$ cat config.mk
export PLATFORM = sky130hd
export DESIGN_NAME = ex_result_stage
export DESIGN_NICKNAME = d
export VERILOG_FILES = /design/src/rtl/rv_pkg.sv /design/src/rtl/branch_cmp.sv /design/src/rtl/ex_result_stage.sv
export SDC_FILE = /design/constraint.sdc
export NUM_CORES = 1
export LEC_CHECK = 0
export CORE_ASPECT_RATIO = 1.5
export CORE_MARGIN = 2
export CORE_UTILIZATION = 26
export DETAILED_ROUTE_END_ITERATION = 6
export SETUP_SLACK_MARGIN = 0.5
export SKIP_CTS_REPAIR_TIMING = 1
export SYNTH_ARGS = -nofsm -noshare
export SYNTH_HDL_FRONTEND = slang
export SYNTH_SLANG_ARGS = --single-unit
$ cat constraint.sdc
create_clock -name clk -period 2.4 [get_ports clk]
set_clock_uncertainty 0.05 [all_clocks]
set_input_delay 0.48 -clock clk [delete_from_list [all_inputs] [get_ports clk]]
set_output_delay 0.48 -clock clk [all_outputs]
set_load 0.01 [all_outputs]
$ cat src/rtl/rv_pkg.sv
// Shared RV definitions: default datapath width, register index width
// and the conditional-branch funct3 encodings.
package rv_pkg;

  localparam int unsigned XLEN      = 32;
  localparam int unsigned REG_IDX_W = 5;

  typedef enum logic [2:0] {
    BEQ  = 3'b000,
    BNE  = 3'b001,
    BLT  = 3'b100,
    BGE  = 3'b101,
    BLTU = 3'b110,
    BGEU = 3'b111
  } br_funct3_e;

endpackage

$ cat src/rtl/branch_cmp.sv
// Branch resolution: turns funct3 plus the zero / less-than flags into a
// taken decision, flagging the unassigned funct3 codes as illegal.
module branch_cmp
  import rv_pkg::*;
(
  input  logic       is_branch,
  input  logic [2:0] br_funct3,
  input  logic       zero,
  input  logic       lt,
  output logic       taken,
  output logic       illegal
);

  logic cond;
  logic bad_code;

  // Decode the comparison selected by funct3
  always_comb begin
    cond     = 1'b0;
    bad_code = 1'b0;
    case (br_funct3)
      BEQ:     cond = zero;
      BNE:     cond = !zero;
      BLT:     cond = lt;
      BGE:     cond = !lt;
      BLTU:    cond = lt;
      BGEU:    cond = !lt;
      default: bad_code = 1'b1;
    endcase
    taken   = is_branch && cond && !bad_code;
    illegal = is_branch && bad_code;
  end

endmodule

$ cat src/rtl/ex_result_stage.sv
// EX result stage: resolves branches and registers the ALU result towards
// writeback behind a valid/ready handshake.
// Build option: EX_RESULT_SKID_EN selects a 2-entry skid buffer with a
// registered in_ready; otherwise a single output register with a
// combinational in_ready.
module ex_result_stage
  import rv_pkg::*;
#(
  parameter int WIDTH = XLEN
) (
  input  logic                 clk,
  input  logic                 rst,
  input  logic                 in_valid,
  output logic                 in_ready,
  input  logic [WIDTH-1:0]     alu_out,
  input  logic [1:0]           status,
  input  logic                 is_branch,
  input  logic [2:0]           br_funct3,
  input  logic [WIDTH-1:0]     pc,
  input  logic [WIDTH-1:0]     imm,
  input  logic [REG_IDX_W-1:0] rd,
  input  logic                 rd_we,
  input  logic                 flush,
  output logic                 out_valid,
  input  logic                 out_ready,
  output logic [WIDTH-1:0]     out_result,
  output logic [REG_IDX_W-1:0] out_rd,
  output logic                 out_rd_we,
  output logic                 out_br_taken,
  output logic [WIDTH-1:0]     out_br_target,
  output logic                 out_br_illegal
);

  typedef struct packed {
    logic [WIDTH-1:0]     result;
    logic [REG_IDX_W-1:0] rd;
    logic                 rd_we;
    logic                 br_taken;
    logic [WIDTH-1:0]     br_target;
    logic                 br_illegal;
  } entry_t;

  logic   zero;
  logic   br_taken;
  logic   br_illegal;
  logic   status_unused;
  entry_t in_entry;
  entry_t head;
  logic   push;
  logic   pop;

  // status[0] carries a zero flag from the ALU that is deliberately not trusted
  assign status_unused = status[0];
  assign zero          = (alu_out == '0);

  branch_cmp u_branch_cmp (
    .is_branch (is_branch),
    .br_funct3 (br_funct3),
    .zero      (zero),
    .lt        (status[1]),
    .taken     (br_taken),
    .illegal   (br_illegal)
  );

  // Assemble the entry as it will be presented downstream
  always_comb begin
    in_entry            = '0;
    in_entry.result     = alu_out;
    in_entry.rd         = rd;
    in_entry.rd_we      = rd_we && !is_branch;
    in_entry.br_taken   = br_taken;
    in_entry.br_target  = is_branch ? (pc + imm) : '0;
    in_entry.br_illegal = br_illegal;
  end

`ifdef EX_RESULT_SKID_EN

  entry_t     mem [2];
  logic       rd_ptr;
  logic       wr_ptr;
  logic [1:0] count;
  logic [1:0] count_nxt;
  logic       ready_q;

  assign push     = in_valid && ready_q;
  assign pop      = (count != 2'd0) && out_ready;
  assign in_ready = ready_q;
  assign head     = mem[rd_ptr];

  // Next occupancy from this cycle's push/pop
  always_comb begin
    count_nxt = count;
    if (push && !pop) begin
      count_nxt = count + 2'd1;
    end else if (pop && !push) begin
      count_nxt = count - 2'd1;
    end
  end

  // in_ready is registered from the next occupancy so it never depends on out_ready combinationally
  always_ff @(posedge clk or posedge rst) begin
    if (rst) begin
      for (int unsigned i = 0; i < 2; i++) begin
        mem[i] <= '0;
      end
      rd_ptr  <= 1'b0;
      wr_ptr  <= 1'b0;
      count   <= 2'd0;
      ready_q <= 1'b0;
    end else if (flush) begin
      rd_ptr  <= 1'b0;
      wr_ptr  <= 1'b0;
      count   <= 2'd0;
      ready_q <= 1'b1;
    end else begin
      if (push) begin
        mem[wr_ptr] <= in_entry;
        wr_ptr      <= !wr_ptr;
      end
      if (pop) begin
        rd_ptr <= !rd_ptr;
      end
      count   <= count_nxt;
      ready_q <= (count_nxt < 2'd2);
    end
  end

  assign out_valid = (count != 2'd0);

`else

  logic   valid_q;
  entry_t ent_q;

  assign in_ready = !valid_q || out_ready;
  assign push     = in_valid && in_ready;
  assign pop      = valid_q && out_ready;
  assign head     = ent_q;

  // Single output register; a push on a popping cycle refills it with no bubble
  always_ff @(posedge clk or posedge rst) begin
    if (rst) begin
      valid_q <= 1'b0;
      ent_q   <= '0;
    end else if (flush) begin
      valid_q <= 1'b0;
    end else if (push) begin
      valid_q <= 1'b1;
      ent_q   <= in_entry;
    end else if (pop) begin
      valid_q <= 1'b0;
    end
  end

  assign out_valid = valid_q;

`endif

  assign out_result     = head.result;
  assign out_rd         = head.rd;
  assign out_rd_we      = head.rd_we;
  assign out_br_taken   = head.br_taken;
  assign out_br_target  = head.br_target;
  assign out_br_illegal = head.br_illegal;

endmodule

==> flow_metrics.env <==
export IMPL_cts_tree="yes"
export IMPL_wl_met3_um=632
export IMPL_dieWidth_um=111
export IMPL_viasPerCell=4.83
export IMPL_seq_area_mm2=0.00183
export IMPL_first_pass_iters=4
export IMPL_ys_types=54
export IMPL_max_slew_margin_pct=66.1
export IMPL_seq_area_frac_synth_pct=40.7
export IMPL_p_leak_nw=3.99
export IMPL_rsz0062_at_grt="yes"
export IMPL_cp_max_fo=3
export IMPL_maxSlewViolCount=0
export IMPL_pre_cts_ws_ns=-0.582
export IMPL_dieArea_mm2=0.0184
export IMPL_yosysTopAreaCell="dfrtp_1"
export IMPL_portBuffers=185
export IMPL_fmax_mhz=455
export IMPL_grt_first_pass_wirelength_mm=24.8
export IMPL_antenna_found_initial=0
export IMPL_clkSinkCount=73
export IMPL_ys_flop_type="dfrtp_1"
export IMPL_cts_buffers=9
export IMPL_cts_htree_levels=3
export IMPL_routedWlPerCell_um=15.9
export IMPL_drive_gt1_share_pct=28.7
export IMPL_drtIter0Drc=265
export IMPL_crit_type="input port to flop"
export IMPL_cp_data_required_time_ns=2.57
export IMPL_met2WireLength_mm=9.12
export IMPL_crit_arrival_ns=2.37
export IMPL_syn_nets=675
export IMPL_period_share_pct=91.7
export IMPL_routed_wl_mm=16.3
export IMPL_synth_avg_cell_area_um2=8.47
export IMPL_ys_async_sr_fraction_pct=100
export IMPL_drtAntennaViolNets=0
export IMPL_hold_end="out_result[26]$_DFFE_PP0P_"
export IMPL_synth_top_area_share_pct=40.7
export IMPL_rrSetupSlack_ns=0.77
export IMPL_worst_hold_startpoint="alu_out[26]"
export IMPL_setup_viol=0
export IMPL_status="finished clean"
export IMPL_multiInputGateArea_mm2=0.00329
export IMPL_nets=956
export IMPL_initial_core_util_pct=26.7
export IMPL_hold_class="input port to flop"
export IMPL_fin_crit_ns=2.20
export IMPL_place_gp_congestion=0.856
export IMPL_synth_area_mm2=0.00449
export IMPL_clk_latency_ns=0.33
export IMPL_max_clock_path_buffers=2
export IMPL_drv_cap=0
export IMPL_worstSetupStartpointType="input port"
export IMPL_synth_seq_cells=73
export IMPL_gr_total_overflow=0
export IMPL_tightest_slew_ns=0.509
export IMPL_diodes=0
export IMPL_yosys_warnings=0
export IMPL_drc_errors=0
export IMPL_hold_viol_final=0
export IMPL_fillers=1594
export IMPL_r2r_end="out_br_target[12]$_DFFE_PP0P_"
export IMPL_holdPathStages=3
export IMPL_via_count=4949
export IMPL_crit_path_end_kind="flop"
export IMPL_power_density_mw_per_mm2=560
export IMPL_worstRegToRegCells=6
export IMPL_io_pins=187
export IMPL_core_mm2=0.0168
export IMPL_grt_total_usage_pct=16.9
export IMPL_synth_area_leaders="dfrtp_1, nand2_1, ha_1"
export IMPL_power_mw=4.76
export IMPL_worst_slack_ns=0.200
export IMPL_grt_pass1_vias=5000
export IMPL_synth_edf_count=0
export IMPL_fp_row_count=58
export IMPL_area_growth_pct=89.0
export IMPL_cts_root_buf="clkbuf_16"
export IMPL_clk_pin_slew_ns=0.06
export IMPL_vdd_ir_drop_max_mv=0.301
export IMPL_met1_length_mm=6.06
export IMPL_hpwl_mm=12.6
export IMPL_syn_inst=530
export IMPL_die_y_um=165
export IMPL_top_layer="met4"
export IMPL_reg2reg_from="out_valid$_DFFE_PP0P_"
export IMPL_grt_max_degree=67
-- per-stage QoR --
| stage | utilization [%] | TNS [ns] | cell area (um^2) | hold WS [ns] | std cells |
|---|---|---|---|---|---|
| after floorplan | - | 0 | 4750 | 0.457 | 530 |
| after global placement | 44.3 | -9.26 | 7450 | 0.409 | 993 |
| after detailed placement | 44.3 | -9.87 | 7450 | 0.412 | 993 |
| after CTS | 46.0 | -2.47 | 7750 | 0.428 | 1008 |
| after global routing | 50.4 | 0 | 8490 | 0.416 | 1025 |
| final | 50.4 | 0 | 8490 | 0.394 | 1025 |
-- state kept, by name (all words and copies together) (netlist names) --
signal,flops
out_br_illegal,1
out_br_taken,1
out_br_target,32
out_rd,5
out_rd_we,1
out_result,32
out_valid,1
-- synthesized netlist by cell type, types with 2 or more instances --
cell	number
nand2_1	165
dfrtp_1	73
o21ai_0	32
ha_1	31
a21oi_1	30
nor2_1	18
xnor2_1	15
clkbuf_1	14
inv_1	12
xor2_1	12
a21o_1	11
nand3_1	9
nand4_1	8
nor4_1	8
o21ai_1	7
nor2b_1	6
a21oi_2	5
o21a_1	5
o21bai_1	5
a211oi_2	4
o211ai_1	4
a2111oi_0	3
a31oi_1	3
and2_1	3
and3_1	3
nand2b_1	3
nor3_1	3
o21ai_2	3
o31ai_1	3
or3_1	3
a21o_2	2
a22o_1	2
buf_6	2
nand4b_1	2
nor3b_1	2
-- worst max-delay path by stage --
stage	start	endpoint	slack (ns)	cells after the start
global placement	pc[1]	out_br_target[27]$_DFFE_PP0P_	-0.53	10
finish	imm[0]	out_br_target[24]$_DFFE_PP0P_	0.20	12
CTS	pc[1]	out_br_target[27]$_DFFE_PP0P_	-0.23	10
floorplan	pc[14]	out_br_target[27]$_DFFE_PP0P_	0.10	10
detailed placement	pc[1]	out_br_target[27]$_DFFE_PP0P_	-0.58	10
global route	imm[0]	out_br_target[28]$_DFFE_PP0P_	0.14	13
-- cell usage in the layout (no fill, tap or decap), types with 3 or more instances in the layout --
cell and count:
inv_1 10, a31oi_4 3, ha_4 23, nand4_1 8, o21a_1 5, o21ai_2 7
xor2_1 11, clkbuf_2 5, a21oi_1 11, clkbuf_16 9, a211oi_4 4, buf_4 93
nor4_2 3, xnor2_1 11, ha_1 7, o21bai_1 4, dlymetal6s2s_1 41, o211ai_1 4
buf_6 11, clkdlybuf4s50_1 134, o21ai_0 15, a21oi_4 6, nor4_1 4, nor2b_1 3
nor2_1 15, nand3_1 8, nor2b_4 3, o31ai_1 3, dfrtp_1 73, nand2b_1 3
a21o_1 10, and2_1 3, o21ai_4 3, a21oi_2 18, clkinvlp_4 4, xnor2_2 4
nand2_1 163, o21ai_1 17
-- power breakdown --
group,internal [mW],switching [mW],total (mW)
Sequential,1.42,0.118,1.54
Clock,0.802,0.536,1.34
Combinational,1.04,0.836,1.88
-- area by class of cell --
type                    instances  share of cell area (%)
clock buffers                   9                    2.65
clock inverters                 6                   0.826
inverters                      12                   0.575
multi-input cells             427                    38.8
flip-flops and latches         73                    21.5
well taps                     210                    3.10
repair buffers                288                    32.5
-- kinds of logic after synthesis --
kind of cell / count (synthesis) / share of synthesized area, %
muxes: 1 / 0.223
DFF: 73 / 40.7
AOI/OAI and AO/OA: 131 / 19.3
and+or+nand+nor: 236 / 22.6
buffers and inverters: 30 / 2.87
xor gates and xnor gates: 27 / 5.27
adders and majority gates: 32 / 9.09
-- critical path, stage by stage --
cell	delay, ns
buf_6	0.10
ha_4	0.17
inv_2	0.05
fa_2	0.22
nor2b_4	0.05
o2111a_2	0.28
o21ai_4	0.24
buf_6	0.14
a32oi_2	0.09
and2_1	0.19
xor2_1	0.16
a22o_1	0.21
-- metal layers --
layer	track usage [%]	up-vias
li1	-	2408
met1	17.6	2347
met2	33.0	158
met3	2.64	36
met4	7.46	0
met5	0	-
(Power assumes the default switching activity.)
